--- config.mk ---
export PLATFORM = sky130hd
export DESIGN_NAME = rout_mc_flat
export DESIGN_NICKNAME = d
export VERILOG_FILES = /design/src/rtl/rout_mc_if.sv /design/src/rtl/rout_mc.sv /design/src/flat_wrapper.sv
export SDC_FILE = /design/constraint.sdc
export NUM_CORES = 1
export LEC_CHECK = 0
export ABC_AREA = 1
export CORE_UTILIZATION = 46
export DETAILED_ROUTE_END_ITERATION = 10
export GPL_ROUTABILITY_DRIVEN = 0
export GPL_TIMING_DRIVEN = 0
export HOLD_SLACK_MARGIN = 0.1
export PLACE_DENSITY = 0.85
export SLEW_MARGIN = 40
export SYNTH_ARGS = -nofsm -noshare
export SYNTH_HDL_FRONTEND = slang
export SYNTH_SLANG_ARGS = --single-unit
--- constraint.sdc ---
create_clock -name clk -period 2.55 [get_ports clk]
set_input_delay 0.51 -clock clk [delete_from_list [all_inputs] [get_ports clk]]
set_output_delay 0.51 -clock clk [all_outputs]
set_load 0.01 [all_outputs]
--- src/rtl/rout_mc_if.sv ---
// rout_mc_if: router-side bundle of arbitration inputs, master W channel and routing outputs
interface rout_mc_if #(
  parameter int NUM_CH = 4,
  parameter int USER_W = 2,
  parameter int BEAT_W = 8
);
  localparam int CH_W = NUM_CH > 1 ? $clog2(NUM_CH) : 1;
  logic                     proc_full;
  logic                     proc_empty;
  logic                     block_fin;
  logic [NUM_CH-1:0]        spec2router;
  logic [2*NUM_CH-1:0]      unluck;
  logic [NUM_CH-1:0]        s_awvalid;
  logic [NUM_CH*USER_W-1:0] s_awuser;
  logic [USER_W-1:0]        m_awuser;
  logic                     wvalid;
  logic                     wready;
  logic                     wlast;
  logic [2:0]               routers_ps;
  logic [NUM_CH-1:0]        grant;
  logic [CH_W-1:0]          grant_idx;
  logic [BEAT_W-1:0]        beat_cnt;
  logic                     block_timeout;
  modport slave (
    input  proc_full, proc_empty, block_fin, spec2router, unluck, s_awvalid, s_awuser,
           m_awuser, wvalid, wready, wlast,
    output routers_ps, grant, grant_idx, beat_cnt, block_timeout
  );
  modport master (
    output proc_full, proc_empty, block_fin, spec2router, unluck, s_awvalid, s_awuser,
           m_awuser, wvalid, wready, wlast,
    input  routers_ps, grant, grant_idx, beat_cnt, block_timeout
  );
endinterface

--- src/rtl/rout_mc.sv ---
// rout_mc: multi-channel write-path router FSM (optional BLOCKED timeout via ROUT_BLOCK_TIMEOUT_EN)
module rout_mc #(
  parameter int                NUM_CH      = 4,
  parameter int                USER_W      = 2,
  parameter logic [USER_W-1:0] BLOCK_CODE  = USER_W'(1),
  parameter logic [USER_W-1:0] DIVERT_CODE = USER_W'(2),
  parameter int                BEAT_W      = 8,
  parameter int                TMO_CYCLES  = 1024
) (
  input logic    clk,
  input logic    rst,
  rout_mc_if.slave bus
);
  localparam int CH_W = NUM_CH > 1 ? $clog2(NUM_CH) : 1;
  typedef enum logic [2:0] {
    IDLE     = 3'b111,
    REG_FLOW = 3'b000,
    BLOCKED  = 3'b001,
    MERGE    = 3'b010
  } state_e;
  state_e              state_q;
  logic [NUM_CH-1:0]   grant_q;
  logic [CH_W-1:0]     idx_q;
  logic [CH_W-1:0]     rr_q;
  logic [BEAT_W-1:0]   cnt_q;
  logic                tmo_pulse_q;
  logic [NUM_CH-1:0]   reg_ok;
  logic [NUM_CH-1:0]   merge_ok;
  logic                reg_hit;
  logic                merge_hit;
  logic [CH_W-1:0]     reg_idx;
  logic [CH_W-1:0]     merge_idx;
  logic [CH_W-1:0]     c;
  logic [CH_W-1:0]     sel;
  logic [CH_W-1:0]     rr_d;
  logic                beat;
  logic                last;
  logic                is_blk;
  logic                tmo_hit;
  assign beat   = bus.wvalid && bus.wready;
  assign last   = beat && bus.wlast;
  assign is_blk = bus.m_awuser == BLOCK_CODE;
  assign sel    = reg_hit ? reg_idx : merge_idx;
  assign rr_d   = CH_W'((int'(sel) + 1) % NUM_CH);
`ifdef ROUT_BLOCK_TIMEOUT_EN
  localparam int TMO_W = TMO_CYCLES > 1 ? $clog2(TMO_CYCLES) : 1;
  logic [TMO_W-1:0] tmo_q;
  assign tmo_hit = tmo_q == TMO_W'(TMO_CYCLES - 1);
  // BLOCKED dwell counter; zero outside BLOCKED so every entry starts from 0
  always_ff @(posedge clk) begin
    if (rst) tmo_q <= '0;
    else tmo_q <= (state_q == BLOCKED && !tmo_hit) ? tmo_q + 1'b1 : '0;
  end
`else
  logic unused_tmo;
  assign unused_tmo = |TMO_CYCLES;
  assign tmo_hit    = 1'b0;
`endif
  // per-channel qualification and round-robin search starting at rr_q
  always_comb begin
    reg_ok    = '0;
    merge_ok  = '0;
    reg_hit   = 1'b0;
    merge_hit = 1'b0;
    reg_idx   = '0;
    merge_idx = '0;
    c         = '0;
    for (int i = 0; i < NUM_CH; i++) begin
      reg_ok[i]   = (bus.unluck[2*i +: 2] == 2'b10 && bus.s_awuser[i*USER_W +: USER_W] != DIVERT_CODE) ||
                    (bus.proc_empty && bus.s_awvalid[i] && !bus.proc_full);
      merge_ok[i] = bus.spec2router[i] && !bus.proc_full;
    end
    for (int k = 0; k < NUM_CH; k++) begin
      c = CH_W'((int'(rr_q) + k) % NUM_CH);
      if (!reg_hit && reg_ok[c]) begin
        reg_hit = 1'b1;
        reg_idx = c;
      end
      if (!merge_hit && merge_ok[c]) begin
        merge_hit = 1'b1;
        merge_idx = c;
      end
    end
  end
  // routing FSM with registered grant, beat counter and timeout pulse
  always_ff @(posedge clk) begin
    if (rst) begin
      state_q     <= IDLE;
      grant_q     <= '0;
      idx_q       <= '0;
      rr_q        <= '0;
      cnt_q       <= '0;
      tmo_pulse_q <= 1'b0;
    end else begin
      tmo_pulse_q <= 1'b0;
      case (state_q)
        IDLE: begin
          cnt_q <= '0;
          if (reg_hit || merge_hit) begin
            state_q <= reg_hit ? REG_FLOW : MERGE;
            grant_q <= NUM_CH'(1) << sel;
            idx_q   <= sel;
            rr_q    <= rr_d;
          end
        end
        REG_FLOW, MERGE: begin
          cnt_q <= last ? '0 : (beat && !(&cnt_q)) ? cnt_q + 1'b1 : cnt_q;
          if (last) begin
            if (is_blk) state_q <= BLOCKED;
            else if (merge_ok[idx_q]) state_q <= MERGE;
            else begin
              state_q <= IDLE;
              grant_q <= '0;
              idx_q   <= '0;
            end
          end
        end
        BLOCKED: begin
          cnt_q <= '0;
          if (bus.block_fin || tmo_hit) begin
            state_q     <= IDLE;
            grant_q     <= '0;
            idx_q       <= '0;
            tmo_pulse_q <= !bus.block_fin;
          end
        end
        default: begin
          state_q <= IDLE;
          grant_q <= '0;
          idx_q   <= '0;
          cnt_q   <= '0;
        end
      endcase
    end
  end
  assign bus.routers_ps    = state_q;
  assign bus.grant         = grant_q;
  assign bus.grant_idx     = idx_q;
  assign bus.beat_cnt      = cnt_q;
  assign bus.block_timeout = tmo_pulse_q;
endmodule

--- src/flat_wrapper.sv ---
// flat-port wrapper written by rule: the top's interface ports become plain ports
module rout_mc_flat 
#(
  parameter int                NUM_CH      = 4,
  parameter int                USER_W      = 2,
  parameter logic [USER_W-1:0] BLOCK_CODE  = USER_W'(1),
  parameter logic [USER_W-1:0] DIVERT_CODE = USER_W'(2),
  parameter int                BEAT_W      = 8,
  parameter int                TMO_CYCLES  = 1024
)
  (clk, rst, bus_proc_full, bus_proc_empty, bus_block_fin, bus_spec2router, bus_unluck, bus_s_awvalid, bus_s_awuser, bus_m_awuser, bus_wvalid, bus_wready, bus_wlast, bus_routers_ps, bus_grant, bus_grant_idx, bus_beat_cnt, bus_block_timeout);
  rout_mc_if #(.NUM_CH(NUM_CH), .USER_W(USER_W), .BEAT_W(BEAT_W)) bus_i ();
  input logic clk;
  input logic rst;
  input wire logic [$bits(bus_i.proc_full)-1:0] bus_proc_full;
  input wire logic [$bits(bus_i.proc_empty)-1:0] bus_proc_empty;
  input wire logic [$bits(bus_i.block_fin)-1:0] bus_block_fin;
  input wire logic [$bits(bus_i.spec2router)-1:0] bus_spec2router;
  input wire logic [$bits(bus_i.unluck)-1:0] bus_unluck;
  input wire logic [$bits(bus_i.s_awvalid)-1:0] bus_s_awvalid;
  input wire logic [$bits(bus_i.s_awuser)-1:0] bus_s_awuser;
  input wire logic [$bits(bus_i.m_awuser)-1:0] bus_m_awuser;
  input wire logic [$bits(bus_i.wvalid)-1:0] bus_wvalid;
  input wire logic [$bits(bus_i.wready)-1:0] bus_wready;
  input wire logic [$bits(bus_i.wlast)-1:0] bus_wlast;
  output wire logic [$bits(bus_i.routers_ps)-1:0] bus_routers_ps;
  output wire logic [$bits(bus_i.grant)-1:0] bus_grant;
  output wire logic [$bits(bus_i.grant_idx)-1:0] bus_grant_idx;
  output wire logic [$bits(bus_i.beat_cnt)-1:0] bus_beat_cnt;
  output wire logic [$bits(bus_i.block_timeout)-1:0] bus_block_timeout;
  assign bus_i.proc_full = bus_proc_full;
  assign bus_i.proc_empty = bus_proc_empty;
  assign bus_i.block_fin = bus_block_fin;
  assign bus_i.spec2router = bus_spec2router;
  assign bus_i.unluck = bus_unluck;
  assign bus_i.s_awvalid = bus_s_awvalid;
  assign bus_i.s_awuser = bus_s_awuser;
  assign bus_i.m_awuser = bus_m_awuser;
  assign bus_i.wvalid = bus_wvalid;
  assign bus_i.wready = bus_wready;
  assign bus_i.wlast = bus_wlast;
  assign bus_routers_ps = bus_i.routers_ps;
  assign bus_grant = bus_i.grant;
  assign bus_grant_idx = bus_i.grant_idx;
  assign bus_beat_cnt = bus_i.beat_cnt;
  assign bus_block_timeout = bus_i.block_timeout;
  rout_mc #(.NUM_CH(NUM_CH), .USER_W(USER_W), .BLOCK_CODE(BLOCK_CODE), .DIVERT_CODE(DIVERT_CODE), .BEAT_W(BEAT_W), .TMO_CYCLES(TMO_CYCLES)) u_core (.clk(clk), .rst(rst), .bus(bus_i));
endmodule
; ---- Word level (Yosys, flattened, before mapping)
; Index checks and enable logic that the tools add are counted.
; W data, S select, Z words.
[op_classes]
bitwise_logic = 3
n_reduce_logical = 47
muxes = 54
eq_ne = 17
addsub = 5
shift = 1
order_cmp = 5
[ops]
columns = cell, n
row1 = $mux W2, 15
row2 = $logic_and A1 B1 Y1, 25
row3 = $mux W4, 5
row4 = $bmux W1 S2, 9
row5 = $mux W1, 17
row6 = $lt A2 B3 Y1 const B, 5
row7 = $mux W3, 5
row8 = $ne A2 B2 Y1 const B, 7
row9 = $pmux W4 S3, 1
row10 = $logic_not A1 Y1, 9
row11 = $pmux W3 S3, 1
row12 = $add A8 B1 Y8 const B, 1
row13 = $eq A2 B2 Y1 const B, 4
row14 = $reduce_and A8 Y1, 1
row15 = $pmux W2 S3, 1
row16 = $reduce_or A3 Y1, 2
row17 = $logic_or A1 B1 Y1, 5
row18 = $reduce_and A5 Y1, 1
row19 = $add A2 B1 Y2 const B, 2
row20 = $add A2 B2 Y2 const B, 2
row21 = $ne A2 B1 Y1 const B, 2
row22 = $shl A1 B2 Y4 const A, 1
row23 = $eq A3 B1 Y1 const B, 1
row24 = $eq A3 B2 Y1 const B, 1
row25 = 7 further kinds, 9
[word_totals]
elab_cells = 138
out_inout_bits = 18
regBits = 20
inputBits = 34

; ---- Longest topological paths before layout
; Gate-level depths: netlist of the first run.
[logic_depth]
depth_word = 19
ltp_mapped = 17
ltp_nobuf = 17

; ---- Least setup slack after synthesis of the first run
; Ideal clock, no wire load.
[synth_timing]
path_kind = input-to-reg
from = in bus_proc_full
to = reg u_core.rr_q[1]
setup_slack_ns = 0.476
n_path_buf = 0
path_stages = 13
setup_ns = 0.129
required_time_ns = 2.421
arrival_ns = 1.945
path_cell_list = inv_1 > nand3_1 > nand3_1 > nand2_2 > o21ai_1 > nand2_1 > nand3_1 > nand3_1 > nand2_1 > inv_1 > ha_1 > nand3_1 > a21oi_2
[synth_via]
elab_chain_len = 17
elab_cells_between_ends = 61
cone_classes = 1 x add/sub / 33 x mux / 27 x reduce/logical
[synth_lines]
columns = item, line_no
row1 = start: declaration, flat_wrapper.sv:15  ; input wire logic [$bits(bus_i.proc_full)-1:0] bus_proc_full;
row2 = $logic_not A1 Y1 (*), "rout_mc.sv:70, rout_mc.sv:71"
row3 = $logic_and A1 B1 Y1, rout_mc.sv:70  ; (bus.proc_empty && bus.s_awvalid[i] && !bus.proc_full);
row4 = $logic_or A1 B1 Y1, rout_mc.sv:69  ; reg_ok[i] = (bus.unluck[2*i +: 2] == 2'b10 && bus.s_awuser[i*USER_W +: USER_W] != DIVERT_CODE) ||
row5 = $bmux W1 S2, rout_mc.sv:75  ; if (!reg_hit && reg_ok[c]) begin
row6 = $mux W1 (not written as such), rout_mc.sv:75
row7 = $mux W1, rout_mc.sv:75
row8 = $logic_not A1 Y1, rout_mc.sv:75
row9 = $logic_and A1 B1 Y1, rout_mc.sv:75
row10 = (+2 left out), --
row11 = $logic_and A1 B1 Y1, rout_mc.sv:75
row12 = $mux W1, rout_mc.sv:75
row13 = $logic_not A1 Y1, rout_mc.sv:75
row14 = $logic_and A1 B1 Y1, rout_mc.sv:75
row15 = $mux W2 / $mux W1 (equally long branches), rout_mc.sv:75
row16 = $mux W2 (*), rout_mc.sv:43  ; assign sel = reg_hit ? reg_idx : merge_idx;
row17 = $add A2 B1 Y2 (*), rout_mc.sv:44  ; assign rr_d = CH_W'((int'(sel) + 1) % NUM_CH);
row18 = named net u_core.rr_d[1], rout_mc.sv:35  ; logic [CH_W-1:0] rr_d;
row19 = end signal: assignment, rout_mc.sv:103  ; rr_q <= rr_d;
row20 = end: declaration, rout_mc.sv:24  ; logic [CH_W-1:0] rr_q;
; The timed path passes the listed nets; every way through them passes the cells marked *. The select of a mux whose other input is x is not followed.
; A chain may end at the register's enable or synchronous reset.

; ---- Worst setup path after layout of the first run
[layout_timing]
from = in bus_spec2router[1]
to = reg u_core.rr_q[1]
[layout_via]
elab_chain_len = 15
elab_cells_between_ends = 27
cone_classes = 1 x add/sub / 17 x mux / 9 x reduce/logical
[layout_lines]
columns = item, line_no
row1 = start: declaration, flat_wrapper.sv:18  ; input wire logic [$bits(bus_i.spec2router)-1:0] bus_spec2router;
row2 = $logic_and A1 B1 Y1 (*), rout_mc.sv:71  ; merge_ok[i] = bus.spec2router[i] && !bus.proc_full;
row3 = $bmux W1 S2, rout_mc.sv:79  ; if (!merge_hit && merge_ok[c]) begin
row4 = $mux W1 (not written as such), rout_mc.sv:79
row5 = $mux W1, rout_mc.sv:79
row6 = $logic_not A1 Y1, rout_mc.sv:79
row7 = $logic_and A1 B1 Y1, rout_mc.sv:79
row8 = $mux W1, rout_mc.sv:79
row9 = $logic_not A1 Y1, rout_mc.sv:79
row10 = $logic_and A1 B1 Y1, rout_mc.sv:79
row11 = $mux W1, rout_mc.sv:79
row12 = $logic_not A1 Y1, rout_mc.sv:79
row13 = $logic_and A1 B1 Y1, rout_mc.sv:79
row14 = $mux W2 (*), rout_mc.sv:79
row15 = $mux W2 (*), rout_mc.sv:43
row16 = $add A2 B1 Y2 (*), rout_mc.sv:44
row17 = named net u_core.rr_d[1], rout_mc.sv:35
; Marks and branches as above.

==> results of run 1 <==
## through the flow
step	std cells	setup slack, ns	utilization
final	360	0.195	0.671
after global routing	360	-0.0211	0.671
after CTS	359	0.00117	0.660
after detailed placement	355	-0.322	0.649
after global placement	355	-0.289	0.649
after floorplan	259	0.476	-
## worst paths after layout
path,start,to,slack [ns],cells after the start
worst max-delay path,bus_spec2router[1],u_core.rr_q[1]$_SDFFE_PP0P_,0.19,16
worst min-delay path,u_core.bus.grant[2]$_SDFFE_PP0P_,u_core.bus.grant[2]$_SDFFE_PP0P_,0.47,2
worst max register to register,u_core.rr_q[1]$_SDFFE_PP0P_,u_core.rr_q[1]$_SDFFE_PP0P_,0.28,14
worst min register to register,u_core.bus.grant[2]$_SDFFE_PP0P_,u_core.bus.grant[2]$_SDFFE_PP0P_,0.47,2
## flip-flops by register name, summed over array words and instances (netlist names)
signal and cells:
u_core.bus.block_timeout 1, u_core.bus.beat_cnt 8, u_core.bus.grant_idx 2, u_core.rr_q 2, u_core.bus.grant 4, u_core.bus.routers_ps 3
## layout make-up
type / count / area, um^2
repair buffers: 51 / 513
flip-flops and latches: 20 / 400
clock buffers: 4 / 36.3
well taps: 46 / 57.6
multi-input cells: 199 / 1060
fillers: 298 / 1100
inverters: 35 / 131
plain buffers: 5 / 41.3
## tightest hold or removal path: stages (launching register included)
cell and delay, ns:
sky130_fd_sc_hd__dfxtp_1 0.32, sky130_fd_sc_hd__nand2_1 0.06, sky130_fd_sc_hd__a21oi_1 0.05
## synth_stat cells, drive strengths merged
library cell / number
nand4: 3
buf: 3
nand3b: 2
xnor2: 1
inv: 35
xor2: 2
conb: 1
nand2: 82
nand3: 48
ha: 5
dfxtp: 20
o211a: 1
a21oi: 14
or2: 2
nor2: 23
o21ai: 9
nor4: 2
o21bai: 1
clkbuf: 2
a31oi: 2
and2: 1
## routing by layer
metal / global-route usage / wire (um) / part of all wire / up-vias
li1: - / - / - / 948
met1: 0.271 / 1790 / 0.48 / 782
met2: 0.374 / 1740 / 0.47 / 38
met3: 0.0378 / 166 / 0.044 / 5
met4: 0.0714 / 44 / 0.012 / 0
met5: 0 / 0 / 0 / -
## cell families after synthesis
kind of cell | synth area share
simple gates | 0.477
buf+inv | 0.107
compound gates | 0.0926
flops | 0.249
fa+ha+maj | 0.0389
xor+xnor | 0.0327
other cells | 0.00233
## what timing repair did
action | CTS | global route
hold buffers | 0 | 0
endpoints found under the hold margin | 0 | 0
gates resized for setup | 0 | 9
buffers inserted | 0 | 1
setup endpoints to repair | 0 | 5
## power by group through the flow
stage	combinational, mW	clock (mW)	sequential, mW
finish	1.33	0.185	0.451
global route	1.50	0.205	0.464
CTS	1.30	0.189	0.452
detailed placement	1.29	0	0.459
global placement	1.27	0	0.458
floorplan	0.933	0	0.474
==> results list, run 1 <==
* Warning count from the yosys run: 0
* Total I/O pin count: 52
- The share of total power dissipated in the clock network is 0.094.
* Number of global-route vias before repair: 1557
- Floorplan core area: 3340 um^2
* Crit Path Max Fanout: 4
* Worst setup EP type: register
- Cell at the root of the clock tree: sky130_fd_sc_hd__clkbuf_4
* Family with the most delay on the worst path: simple AND/OR/NAND/NOR gates
- Growth of design area from synthesis to finish: 39.2%
* Drt total wl: 3740 um
* Switching power total: 0.944 mW
- The HPWL after detailed placement is 2990 um.
* Slew Limit Fails: 0
- Ratio of cells with drive above 1 in the final layout: 0.115
- Across the run, the number of max-cap violations was 0.
* Clock tree buffer depth: 2
* Cell type with the highest occurrence count on the critical path: sky130_fd_sc_hd__nand2_1
- TritonCTS clock tree: done
- Post-detailed-placement cell area: 2170 um^2
- Required time of the critical path: 2.79 ns
- Of the available clock period, the critical path in the final layout requires 0.924.
* Initial antenna violation count: 0
- The signal on the critical path passes through clkdlybuf4s50_1 > inv_1 > nor2_2 > nand2_1 > nand3_1 > nand2_1 > nand3_2 > nor2_4 > nor2_1 > nor2_1 > nand2_1 > nand2_2 > inv_1 > ha_1 > nand3_1 > a21oi_2.
- The tree built by TritonCTS fans out to 20 sinks.
- Post-layout minimum cycle time: 2.36 ns
- In this run the power density over the cells is 878 nW/um^2.
* Total of buffers placed on input and output ports: 50
* Clock latency at the later pin of the worst-skew pair: 0.31 ns
- Global-route wire length before repair: 6160 um
* Status: completed
- After technology mapping, the gate count stands at 259.
* Fin. Hold Viols: 0
* First-pass detailed-route iteration total: 4
* Critical path buffers and inverters: 3
- Setup total negative slack on the finished layout was measured at 0 ns.
- Timing-limited maximum frequency: 425 MHz
* Type of the worst setup path: primary input to register
- Global routing finished with a remaining overflow of 0.
- Of the total power, registers draw 0.230.
- The worst-case IR drop observed on VDD is 0.728 mV.
- A synthesized cell averages 6.21 um^2.
- Vertical die dimension: 61.1 um
- The design draws 1.96 mW.
* Static Leak: 1.03 nW
- Drt wl/cell: 10.4 um
- Of the total power, combinational logic draws 0.676.
* Top cells by area, synth: sky130_fd_sc_hd__dfxtp_1, sky130_fd_sc_hd__nand2_1, sky130_fd_sc_hd__nand3_1, sky130_fd_sc_hd__inv_1, sky130_fd_sc_hd__nor2_1
* Int Pwr: 1.02 mW
- Slew of the pin with the lowest slew margin: 0.609 ns
- Arrival time of data at the critical path endpoint: 2.60 ns
- Final setup fails: 0
- After synthesis the cells add up to 1610 um^2.
- Hold is met by 0.468 ns.
* Antenna fix cells: 0
* Final Net Count: 354
- In this run the tightest slew margin relative to its limit is 0.592.
- The die is 61.1 um wide.
- In this run the worst hold path is classified as register to register.
- CTS buffer count: 3
* Die Area: 3740 um^2
- In this run the remaining antenna-violating nets after routing total 0.
* Sequential fraction of the synthesis area: 0.249
* Crit path launch type: primary input
- Cell accounting for the most synthesized area: sky130_fd_sc_hd__dfxtp_1
- The number of different library cells used by synthesis comes to 30.
- Reg clk slew, reported paths: 0.10 ns
- The number of nets handed over by synthesis was 298.
* Sw Share: 0.480
- Once layout is done, the placed cells without fillers occupy 2240 um^2.
- Remaining design rule violation count: 0
* Max Clock Skew: 0.00867 ns
* Biggest cell delay along the critical path: 0.40 ns
- Most common cell after layout, fill and taps aside: sky130_fd_sc_hd__nand2_1
* Total global-route track usage: 0.216
- Entering global routing, the biggest net connects 12 pins.
- Share of the synthesized area in the top cell type: 0.249
- Number of design-rule violations left by the first detailed-router iteration: 74
- The library cells used most frequently in the layout, excluding fill and tap cells, are sky130_fd_sc_hd__nand2_1, sky130_fd_sc_hd__clkdlybuf4s50_1, sky130_fd_sc_hd__nand3_1.
- Starting density of the core: 0.482
- CTS built an H-tree with a depth of 1.
- After floorplanning, the core was divided into 21 placement rows.
* Vias: 1773
- Number of vias per cell after detailed routing: 4.93
* Standard cell with the maximum stage delay on the critical path: sky130_fd_sc_hd__clkdlybuf4s50_1
- Flip-flop and latch count after synthesis: 20
(Power assumes the default switching activity.)
==> run 2: changes to the inputs <==
--- a/config.mk
+++ b/config.mk
@@ -6,6 +6,7 @@
 export NUM_CORES = 1
 export LEC_CHECK = 0
 export ABC_AREA = 1
+export CORE_MARGIN = 3
 export CORE_UTILIZATION = 46
 export DETAILED_ROUTE_END_ITERATION = 10
 export GPL_ROUTABILITY_DRIVEN = 0
==> results list, run 2 (synthesized netlist as in run 1, its figures left out) <==
* Status: completed
- Static Leak: 1.02 nW (-1.1%)
- Remaining design rule violation count: 0 (unchanged)
- The max capacitance violation total came to 0 (unchanged).
* End-of-flow core utilization: 0.696 (+0.0249)
* Final setup fails: 0 (unchanged)
- The number of H-tree levels came to 1 (unchanged).
* Cell row count: 20 (-4.8%)
- Total of buffers placed on input and output ports: 50 (unchanged)
* Remaining Overflow, GRT: 0 (unchanged)
- The library cell used most frequently in the layout, excluding fill and tap cells, is sky130_fd_sc_hd__nand2_1.
- The via density per instance is 4.95 (+0.56%).
- Fin. Hold Viols: 0 (unchanged)
- The routed wire length was 3990 um (+6.7%).
- The clock edge transition at the registers on the reported setup and hold paths was 0.12 ns (+0.02 ns).
- The all-layer global routing usage is 0.194 (-0.0226).
- The share of final-layout standard cells stronger than drive strength 1 came to 0.0987 (-0.0159).
- Horizontal die dimension: 65.1 um (+6.5%)
- Growth of design area from synthesis to finish: 38.6%
* Timing-limited maximum frequency: 413 MHz (-2.8%)
- Final hold slack: 0.476 ns (+0.00798 ns)
- The height of the die is 65.1 um (+6.5%).
* Worst rel slew slack: 0.608 (+0.0162)
- Post-layout minimum cycle time: 2.42 ns (+0.0676 ns)
* Part of the cycle the worst path needs: 0.950 (+0.0265)
* Worst slack at placement: -0.348 ns (-0.0263 ns)
* Worst VDD drop: 0.672 mV (-7.7%)
- STA classifies the critical path endpoint as a register.
- Total power after layout: 2.04 mW (+3.9%)
- Final worst setup slack: 0.127 ns (-0.0676 ns)
- Number of global-route vias before repair: 1611 (+3.5%)
- The slew at the pin with the worst max-slew slack was 0.585 ns (-0.0242 ns).
- The number of search-and-repair iterations in the first detailed-routing pass came to 4 (unchanged).
* Sum of net half-perimeters after detailed placement: 3230 um (+7.8%)
- The count of pins over their slew limit was 0 (unchanged).
- The flip-flop count of the largest register after layout came to 8 (unchanged).
- DRT antenna net count: 0 (unchanged)
- The total power per unit cell area was 916 nW/um^2 (+4.4%).
- The arrival time at the worst endpoint came to 2.61 ns (about the same).
* Antenna fix cells: 0 (unchanged)
- Total I/O pin count: 52 (unchanged)
* Type of the worst setup path: primary input to register
* Vias: 1773 (unchanged)
- The path class of the tightest hold or removal check is register to register.
* Clock tree buffer depth: 2 (unchanged)
- Final Net Count: 354 (unchanged)
- Global-route wire length before repair: 6760 um (+9.6%)
* Initial antenna violation count: 0 (unchanged)
- Commonest cells after routing, fill and taps aside: sky130_fd_sc_hd__nand2_1, sky130_fd_sc_hd__clkdlybuf4s50_1, sky130_fd_sc_hd__nand3_1
- The peak fanout along the critical path came to 4 (unchanged).
* Floorplan core area: 3200 um^2 (-4.0%)
- The number of sinks on the clock net came to 20 (unchanged).
- The floorplan die area is 4240 um^2 (+14%).
* Required time of the critical path: 2.74 ns (-0.05 ns)
* CTS buffer count: 3 (unchanged)
- Count of hold-fix buffers inserted at cts: 0 (unchanged)
- Drt wl/cell: 11.1 um (+7.3%)
- Largest net degree at the start of global routing: 13 (+1)
- Max Clock Skew: 0.00143 ns (-0.00724 ns)
* Crit path launch type: primary input
- The number of design-rule violations left by the first detailed-router iteration was 55 (-26%).
- Cell at the root of the clock tree: sky130_fd_sc_hd__clkbuf_4
- TritonCTS clock tree: done
- Clock latency at the later pin of the worst-skew pair: 0.30 ns (about the same)
- The initial core utilization came to 0.502 (+0.0201).
==> run 2: cell count changes in the layout (fill, tap and decap cells not counted) <==
cell	before	now
sky130_fd_sc_hd__nand3_2	5	3
sky130_fd_sc_hd__nand3_1	43	45
sky130_fd_sc_hd__clkbuf_8	1	0
sky130_fd_sc_hd__dlymetal6s2s_1	2	0
sky130_fd_sc_hd__nor2_2	2	0
sky130_fd_sc_hd__nand2_2	11	10
sky130_fd_sc_hd__bufinv_16	0	1
sky130_fd_sc_hd__clkdlybuf4s50_1	48	49
sky130_fd_sc_hd__nor2_1	19	21
sky130_fd_sc_hd__dlygate4sd2_1	0	1
sky130_fd_sc_hd__nand2_1	71	72
==> run 2: where the power goes <==
part | internal [mW] | switching [mW] | leakage [nW] | total [mW]
sequential | 0.384 | 0.0751 | 0.163 | 0.459
combinational | 0.546 | 0.776 | 0.824 | 1.32
clock | 0.159 | 0.102 | 0.0279 | 0.261
==> run 2: timing repair <==
item | in CTS | in global routing
gates resized for setup | 1 | 2
setup buffers | 1 | 0
setup endpoints to repair | 1 | 1
pin swaps | 1 | 0
==> run 2: worst max-delay path, cell delays in order <==
cell and delay [ns]:
sky130_fd_sc_hd__clkdlybuf4s50_1 0.46, sky130_fd_sc_hd__nand3_1 0.14, sky130_fd_sc_hd__nand3_1 0.11, sky130_fd_sc_hd__nand2_2 0.12
sky130_fd_sc_hd__nand2_1 0.07, sky130_fd_sc_hd__nand2_2 0.10, sky130_fd_sc_hd__nand2_2 0.07, sky130_fd_sc_hd__nor2_4 0.15
sky130_fd_sc_hd__nand2_2 0.09, sky130_fd_sc_hd__inv_2 0.07, sky130_fd_sc_hd__nand2_1 0.07, sky130_fd_sc_hd__nand2_1 0.12
sky130_fd_sc_hd__inv_1 0.07, sky130_fd_sc_hd__ha_1 0.29, sky130_fd_sc_hd__nand3_1 0.10, sky130_fd_sc_hd__a21oi_2 0.06
==> run 2: final cells by class <==
cell class / instances / area [um^2]
multi-input combinational: 199 / 1040
sequential: 20 / 400
tap: 44 / 55.1
buffer: 5 / 41.3
clock buffer: 3 / 22.5
fill: 301 / 975
timing repair buffer: 51 / 507
inverter: 35 / 131
clock inverter: 1 / 30.0
==> run 2: metrics by stage <==
stage	std cells	cell area, um^2	setup TNS [ns]
2_1_floorplan	259	1610	0
3_3_place_gp	353	2160	-0.899
3_5_place_dp	353	2160	-1.15
4_1_cts	358	2220	0
5_1_grt	358	2230	-0.0110
6_report	358	2230	0
==> run 2: path summary, 6_finish.rpt <==
check,from,end,slack (ns),cells past startpoint
hold reg to reg,u_core.bus.grant[0]$_SDFFE_PP0P_,u_core.bus.grant[0]$_SDFFE_PP0P_,0.48,2
hold / removal,u_core.bus.grant[0]$_SDFFE_PP0P_,u_core.bus.grant[0]$_SDFFE_PP0P_,0.48,2
setup reg to reg,u_core.rr_q[1]$_SDFFE_PP0P_,u_core.rr_q[1]$_SDFFE_PP0P_,0.28,14
setup / recovery,bus_proc_empty,u_core.rr_q[1]$_SDFFE_PP0P_,0.13,16
==> run 2: layer usage <==
metal,up-vias,track usage,routed length (um)
met5,-,0,0
met3,2,0.0376,263
li1,941,-,-
met1,775,0.257,1880
met2,55,0.331,1830
met4,0,0.0311,14
